--- config.mk ---
export PLATFORM = sky130hd
export DESIGN_NAME = if_stage
export DESIGN_NICKNAME = d
export VERILOG_FILES = /design/src/rtl/if_stage_pkg.sv /design/src/rtl/if_skid_buf.sv /design/src/rtl/if_stage.sv
export SDC_FILE = /design/constraint.sdc
export NUM_CORES = 1
export LEC_CHECK = 0
export CAP_MARGIN = 20
export CORE_ASPECT_RATIO = 2
export CORE_UTILIZATION = 45
export CTS_BUF_LIST = sky130_fd_sc_hd__clkbuf_4
export DETAILED_ROUTE_END_ITERATION = 10
export HOLD_SLACK_MARGIN = 0.03
export PLACE_DENSITY = 0.74
export REMOVE_ABC_BUFFERS = 1
export SETUP_SLACK_MARGIN = 0.4
export SLEW_MARGIN = 20
export SYNTH_ARGS = -nofsm -noshare
export SYNTH_HDL_FRONTEND = slang
export SYNTH_SLANG_ARGS = --single-unit
--- constraint.sdc ---
create_clock -name clk -period 5.5 [get_ports clk]
set_input_delay 1.1 -clock clk [delete_from_list [all_inputs] [get_ports clk]]
set_output_delay 1.1 -clock clk [all_outputs]
set_load 0.05 [all_outputs]
--- src/rtl/if_stage_pkg.sv ---
// Shared fetch-stage definitions: FSM state encoding, address/instruction
// widths and the default bubble instruction.
package if_stage_pkg;

  localparam int PC_W   = 32;
  localparam int INST_W = 32;

  // Instruction placed in IF/ID whenever it holds no real instruction.
  localparam logic [0:INST_W-1] NOP_INST_DEF = 32'h0000_0000;

  typedef enum logic [1:0] {
    IDLE    = 2'd0,
    FETCH   = 2'd1,
    DISCARD = 2'd2
  } if_state_e;

endpackage : if_stage_pkg

--- src/rtl/if_skid_buf.sv ---
// One-entry skid buffer for the fetch stage. Holds an instruction that came
// back from memory while ID was stalled, so the response is not lost.
//
// Ports:
//   clk, reset_n         clock, synchronous active-low reset
//   load                 capture load_pc/load_inst, mark entry valid
//   drain                entry consumed by IF/ID this cycle
//   clear                drop the entry (branch redirect); wins over load
//   load_pc, load_inst   data captured on load
//   pc, inst, valid      stored entry
module if_skid_buf
  import if_stage_pkg::*;
(
  input  logic              clk,
  input  logic              reset_n,
  input  logic              load,
  input  logic              drain,
  input  logic              clear,
  input  logic [0:PC_W-1]   load_pc,
  input  logic [0:INST_W-1] load_inst,
  output logic [0:PC_W-1]   pc,
  output logic [0:INST_W-1] inst,
  output logic              valid
);

  logic [0:PC_W-1]   pc_r;
  logic [0:INST_W-1] inst_r;
  logic              valid_r;

  // Entry storage: clear beats load beats drain.
  always_ff @(posedge clk) begin
    if (!reset_n) begin
      pc_r    <= 32'h0000_0000;
      inst_r  <= 32'h0000_0000;
      valid_r <= 1'b0;
    end else if (clear) begin
      valid_r <= 1'b0;
    end else if (load) begin
      pc_r    <= load_pc;
      inst_r  <= load_inst;
      valid_r <= 1'b1;
    end else if (drain) begin
      valid_r <= 1'b0;
    end else begin
      valid_r <= valid_r;
    end
  end

  assign pc    = pc_r;
  assign inst  = inst_r;
  assign valid = valid_r;

endmodule : if_skid_buf

--- src/rtl/if_stage.sv ---
// Instruction-fetch stage: drives the instruction-memory request, owns the
// PC, and fills the IF/ID pipeline register. Handles ID stalls through a
// one-entry skid buffer and branch redirects, dropping a response that is
// still in flight when a redirect happens.
//
// Ports:
//   clk, reset_n                 clock, synchronous active-low reset
//   ID_br_ctrl, ID_br_target     taken-branch redirect from ID
//   ID_stall                     ID cannot accept a new instruction
//   imem_req, imem_addr          memory request (address is the PC)
//   imem_ready, imem_inst        memory response
//   IF_ID_pc/inst/valid          IF/ID pipeline register
module if_stage
  import if_stage_pkg::*;
#(
  parameter logic [0:PC_W-1]   PC_RESET = 32'h0000_0000,
  parameter logic [0:PC_W-1]   PC_STEP  = 32'd4,
  parameter logic [0:INST_W-1] NOP_INST = NOP_INST_DEF
) (
  input  logic              clk,
  input  logic              reset_n,
  input  logic              ID_br_ctrl,
  input  logic [0:31]       ID_br_target,
  input  logic              ID_stall,
  output logic              imem_req,
  output logic [0:31]       imem_addr,
  input  logic              imem_ready,
  input  logic [0:31]       imem_inst,
  output logic [0:31]       IF_ID_pc,
  output logic [0:31]       IF_ID_inst,
  output logic              IF_ID_valid
);

  if_state_e         state_r, state_nxt_s;
  logic [0:PC_W-1]   pc_r, pc_nxt_s;
  logic              req_r, req_nxt_s;
  logic [0:PC_W-1]   ifid_pc_r, ifid_pc_nxt_s;
  logic [0:INST_W-1] ifid_inst_r, ifid_inst_nxt_s;
  logic              ifid_valid_r, ifid_valid_nxt_s;

  logic              redirect_s;
  logic              skid_load_s, skid_drain_s, skid_clear_s;
  logic              skid_valid_nxt_s;
  logic [0:PC_W-1]   skid_pc_s;
  logic [0:INST_W-1] skid_inst_s;
  logic              skid_valid_s;

  // A stalled ID stage has not consumed its branch yet, so it cannot redirect.
  assign redirect_s = ID_br_ctrl & ~ID_stall;

  if_skid_buf u_skid (
    .clk       (clk),
    .reset_n   (reset_n),
    .load      (skid_load_s),
    .drain     (skid_drain_s),
    .clear     (skid_clear_s),
    .load_pc   (pc_r),
    .load_inst (imem_inst),
    .pc        (skid_pc_s),
    .inst      (skid_inst_s),
    .valid     (skid_valid_s)
  );

  // Next-state, PC, IF/ID and skid-control decode.
  always_comb begin
    state_nxt_s      = state_r;
    pc_nxt_s         = pc_r;
    ifid_pc_nxt_s    = ifid_pc_r;
    ifid_inst_nxt_s  = ifid_inst_r;
    ifid_valid_nxt_s = ifid_valid_r;
    skid_load_s      = 1'b0;
    skid_drain_s     = 1'b0;
    skid_clear_s     = 1'b0;
    skid_valid_nxt_s = skid_valid_s;

    case (state_r)
      IDLE: begin
        state_nxt_s = FETCH;
        pc_nxt_s    = PC_RESET;
      end

      FETCH: begin
        if (redirect_s) begin
          // Anything fetched past the branch is wrong-path: bubble and flush.
          pc_nxt_s         = ID_br_target;
          ifid_inst_nxt_s  = NOP_INST;
          ifid_valid_nxt_s = 1'b0;
          skid_clear_s     = 1'b1;
          skid_valid_nxt_s = 1'b0;
          // An unanswered request will still return; it must be swallowed.
          if (req_r && !imem_ready) begin
            state_nxt_s = DISCARD;
          end else begin
            state_nxt_s = FETCH;
          end
        end else if (skid_valid_s) begin
          // Buffered instruction is older than anything memory could return.
          if (!ID_stall) begin
            ifid_pc_nxt_s    = skid_pc_s;
            ifid_inst_nxt_s  = skid_inst_s;
            ifid_valid_nxt_s = 1'b1;
            skid_drain_s     = 1'b1;
            skid_valid_nxt_s = 1'b0;
          end else begin
            ifid_valid_nxt_s = ifid_valid_r;
          end
        end else if (req_r && imem_ready) begin
          pc_nxt_s = pc_r + PC_STEP;
          if (!ID_stall) begin
            ifid_pc_nxt_s    = pc_r;
            ifid_inst_nxt_s  = imem_inst;
            ifid_valid_nxt_s = 1'b1;
          end else begin
            skid_load_s      = 1'b1;
            skid_valid_nxt_s = 1'b1;
          end
        end else if (!ID_stall) begin
          // ID consumed IF/ID and nothing new arrived.
          ifid_inst_nxt_s  = NOP_INST;
          ifid_valid_nxt_s = 1'b0;
        end else begin
          ifid_valid_nxt_s = ifid_valid_r;
        end
      end

      DISCARD: begin
        if (redirect_s) begin
          pc_nxt_s         = ID_br_target;
          ifid_inst_nxt_s  = NOP_INST;
          ifid_valid_nxt_s = 1'b0;
        end else if (!ID_stall) begin
          ifid_inst_nxt_s  = NOP_INST;
          ifid_valid_nxt_s = 1'b0;
        end else begin
          ifid_valid_nxt_s = ifid_valid_r;
        end
        // The stale response is the only thing that ends DISCARD.
        if (imem_ready) begin
          state_nxt_s = FETCH;
        end else begin
          state_nxt_s = DISCARD;
        end
      end

      default: begin
        state_nxt_s = IDLE;
      end
    endcase

    // Requests stop while the skid buffer holds an undelivered instruction.
    req_nxt_s = (state_nxt_s == FETCH) && !skid_valid_nxt_s;
  end

  // Stage state and output registers; reset dominates redirect and stall.
  always_ff @(posedge clk) begin
    if (!reset_n) begin
      state_r      <= IDLE;
      pc_r         <= PC_RESET;
      req_r        <= 1'b0;
      ifid_pc_r    <= 32'h0000_0000;
      ifid_inst_r  <= NOP_INST;
      ifid_valid_r <= 1'b0;
    end else begin
      state_r      <= state_nxt_s;
      pc_r         <= pc_nxt_s;
      req_r        <= req_nxt_s;
      ifid_pc_r    <= ifid_pc_nxt_s;
      ifid_inst_r  <= ifid_inst_nxt_s;
      ifid_valid_r <= ifid_valid_nxt_s;
    end
  end

  assign imem_req    = req_r;
  assign imem_addr   = pc_r;
  assign IF_ID_pc    = ifid_pc_r;
  assign IF_ID_inst  = ifid_inst_r;
  assign IF_ID_valid = ifid_valid_r;

endmodule : if_stage

==> reports/qor.txt <==
Status: completed
Cell count after synthesis: 943
Required @ worst endpoint: 5.99 ns
Worst slack at placement: 1.66 ns
Endpoints failing hold: 0
Die width: 95.7 um
Layout cells sized above 1: 0.124
Hpwl dp: 15,700 um
Main synth FF type: dfxtp_1
Max clock buf depth: 2
CP max FO: 36
Pwr dens: 250 nW/um^2
Worst Setup EP: u_skid.pc[2]
# rows: 68
Relative slew slack: 0.274
Crit path kind: in2reg
Routed length per instance: 18.1 um
Initial core utilization: 0.459
First-pass GRT wire length: 36,500 um
Worst ir drop on vdd: 123 uV
Syn Std Cell Area: 7890 um^2
Static leakage: 3.22 nW
H-tree depth: 4
EDFF count, synth: 0
Root Buffer: clkbuf_4
Hold WC Path Type: reg2reg
Initial drt markers: 436
Avg Inst Size Synth: 8.37 um^2
Setup Skew: 0.0242 ns
CP Cell Sequence: clkdlybuf4s50_1 > buf_4 > nand2_1 > nor2_4 > buf_4 > nand2_1 > a21oi_1
Largest net degree at the start of global routing: 86
PostCTS Resize Cnt: 0
Clock latency on the worst-skew pair: 0.59 ns
Tot GR Track Use: 0.261
Worst Setup SP: ID_stall
Unrepaired setup endpoints after global routing: false
Area growth, synth to finish: 24.5%
CP max stage cell: nor2_4
Ys Warns: 0
Pre-antenna DRT Iters: 5
Worst Max-Slew Pin Slew: 1.09 ns
Top cell type by total area after synthesis: dfxtp_1
DR DRC count: 0
Post-synthesis sequential element count: 165
TritonCTS Buffers: 17
Worst r2r dst: imem_addr[1]
Minimum clock period: 3.25 ns
Finish-stage setup viols: 0
Core area: 17,200 um^2
Reg2Reg Setup Slack: 2.69 ns
Slew Viols, Final: 0
Top cells by area, synth: dfxtp_1 42%, nand2_1 7.9%, a21oi_1 6.5%
Clk slew on worst S/H paths: 0.13 ns
CTS tree: yes
Register area share after synthesis: 0.418
Worst path max stage delay: 0.68 ns
Nets@finish: 1,130
Reg2reg start: state_r[0]
Fraction of registers with async set or reset after synthesis: 0
CTS sink count: 165
GRT overflow: 0
Top cell type's share of synthesized area: 0.418
Final worst-path cycle share: 0.590
Gpl congestion: 0.854
Port bufs: 166
Antenna viol nets, final: 0
Crit path DAT: 3.74 ns
Count of cell types in the netlist: 60
Vias per inst: 5.88
Crit start category: primary input
I/O Pins: 167
Cell count of the worst reg-to-reg path: 8
Vias in the first global route: 7,020
Final worst slack: 2.25 ns
# hold bufs at CTS: 0
Setup bufs post-CTS: 0
DIE HEIGHT: 189 um
Maximum clock rate: 308 MHz
Initial antenna violation count: 1
Via Count: 7,521
Area of the die: 18,100 um^2
Crit path capture type: register
Max_cap viols: 0
Final Routed Wirelength: 23,100 um
Worst hold slack: 0.463 ns
stage by stage:
| stage | TNS [ns] | util | total power, mW | instances | instance area (um^2) |
|---|---|---|---|---|---|
| after floorplan | -0.838 | - | 1.51 | 859 | 7470 |
| after detailed placement | 0 | 0.553 | 1.69 | 1247 | 9510 |
| after global routing | 0 | 0.572 | 2.56 | 1279 | 9830 |
| after global placement | 0 | 0.553 | 1.68 | 1247 | 9510 |
| final | 0 | 0.572 | 2.46 | 1279 | 9830 |
| after CTS | 0 | 0.572 | 2.48 | 1278 | 9820 |
power by group:
group	switching (mW)	total, mW	internal, mW	leakage (nW)
logic	0.248	0.409	0.161	1.73
registers	0.0301	1.25	1.22	1.33
clock network	0.436	0.798	0.362	0.166
total	0.714	2.46	1.75	3.22
flip-flops by register name, summed over array words and instances (netlist names):
signal and cells:
imem_addr 32, IF_ID_valid 1, u_skid.valid 1, IF_ID_pc 32, IF_ID_inst 32, state_r 2
u_skid.inst 32, u_skid.pc 32, imem_req 1
synthesized netlist by cell type (all sizes together), types with 16 or more instances:
cell and instances:
nor2 84, nand3 49, clkbuf 57, nand4 16, a211oi 31, a21oi 103, o221a 33, nand2 168
a31o 34, dfxtp 165, buf 27, mux2i 30, o21ai 23
cell type report:
| cell class | count | area [um^2] |
|---|---|---|
| fillers | 1614 | 7360 |
| multi-input cells | 687 | 4160 |
| flip-flops and latches | 165 | 3300 |
| repair buffers | 178 | 1750 |
| well taps | 210 | 263 |
| clock inverters | 13 | 184 |
| clock buffers | 18 | 135 |
| inverters | 7 | 27.5 |
| diodes | 1 | 2.50 |
metal layers:
layer | track usage | vias up | share of wire
met5 | 0 | - | 0
met4 | 0.130 | 0 | 0.038
met3 | 0.0442 | 53 | 0.045
met2 | 0.484 | 251 | 0.55
met1 | 0.273 | 3561 | 0.37
li1 | - | 3656 | -
worst max-delay path, delay by kind of cell:
family / cells / cell delay (ns)
buffers and inverters: 3 / 1.46
AND/OR/NAND/NOR: 3 / 0.99
AO/OA/AOI/OAI: 1 / 0.14
worst min path at each step:
| stage | startpoint | end | depth (start not counted) |
|---|---|---|---|
| floorplan | u_skid.pc[0] | u_skid.pc[0] | 2 |
| global placement | u_skid.inst[2] | u_skid.inst[2] | 2 |
| detailed placement | u_skid.pc[16] | u_skid.pc[16] | 2 |
| CTS | u_skid.pc[23] | u_skid.pc[23] | 2 |
| global route | u_skid.pc[11] | u_skid.pc[11] | 2 |
| finish | u_skid.inst[11] | u_skid.inst[11] | 2 |
cells by family (layout without fill, tap and decap cells):
group | count (synthesis) | count (layout) | synth area share
adders and majority gates | 5 | 5 | 0.00793
muxes | 30 | 30 | 0.0380
and+or+nand+nor | 359 | 359 | 0.211
buffers and inverters | 91 | 216 | 0.0564
xor gates and xnor gates | 10 | 10 | 0.0111
DFF | 165 | 165 | 0.418
other | 0 | 1 | 0
AOI/OAI and AO/OA | 283 | 283 | 0.257
cell usage in the layout, fill, tap and decap left out, drive strengths merged, types with 3 or more instances in the layout:
master         instances
a211oi                31
a21o                   3
a21oi                103
a22o                   6
a22oi                  9
a2bb2oi                4
a31o                  34
a31oi                  7
and2                   3
and3                   6
buf                   13
bufinv                 4
clkbuf                18
clkdlybuf4s50        165
clkinv                 8
dfxtp                165
ha                     5
inv                    6
mux2i                 30
nand2                168
nand2b                 4
nand3                 49
nand4                 16
nor2                  84
nor2b                  3
nor3                   9
nor4                   7
o211ai                 7
o21ai                 23
o221a                 33
o22ai                  6
o311ai                 5
xor2                   8
(Power assumes the default switching activity.)
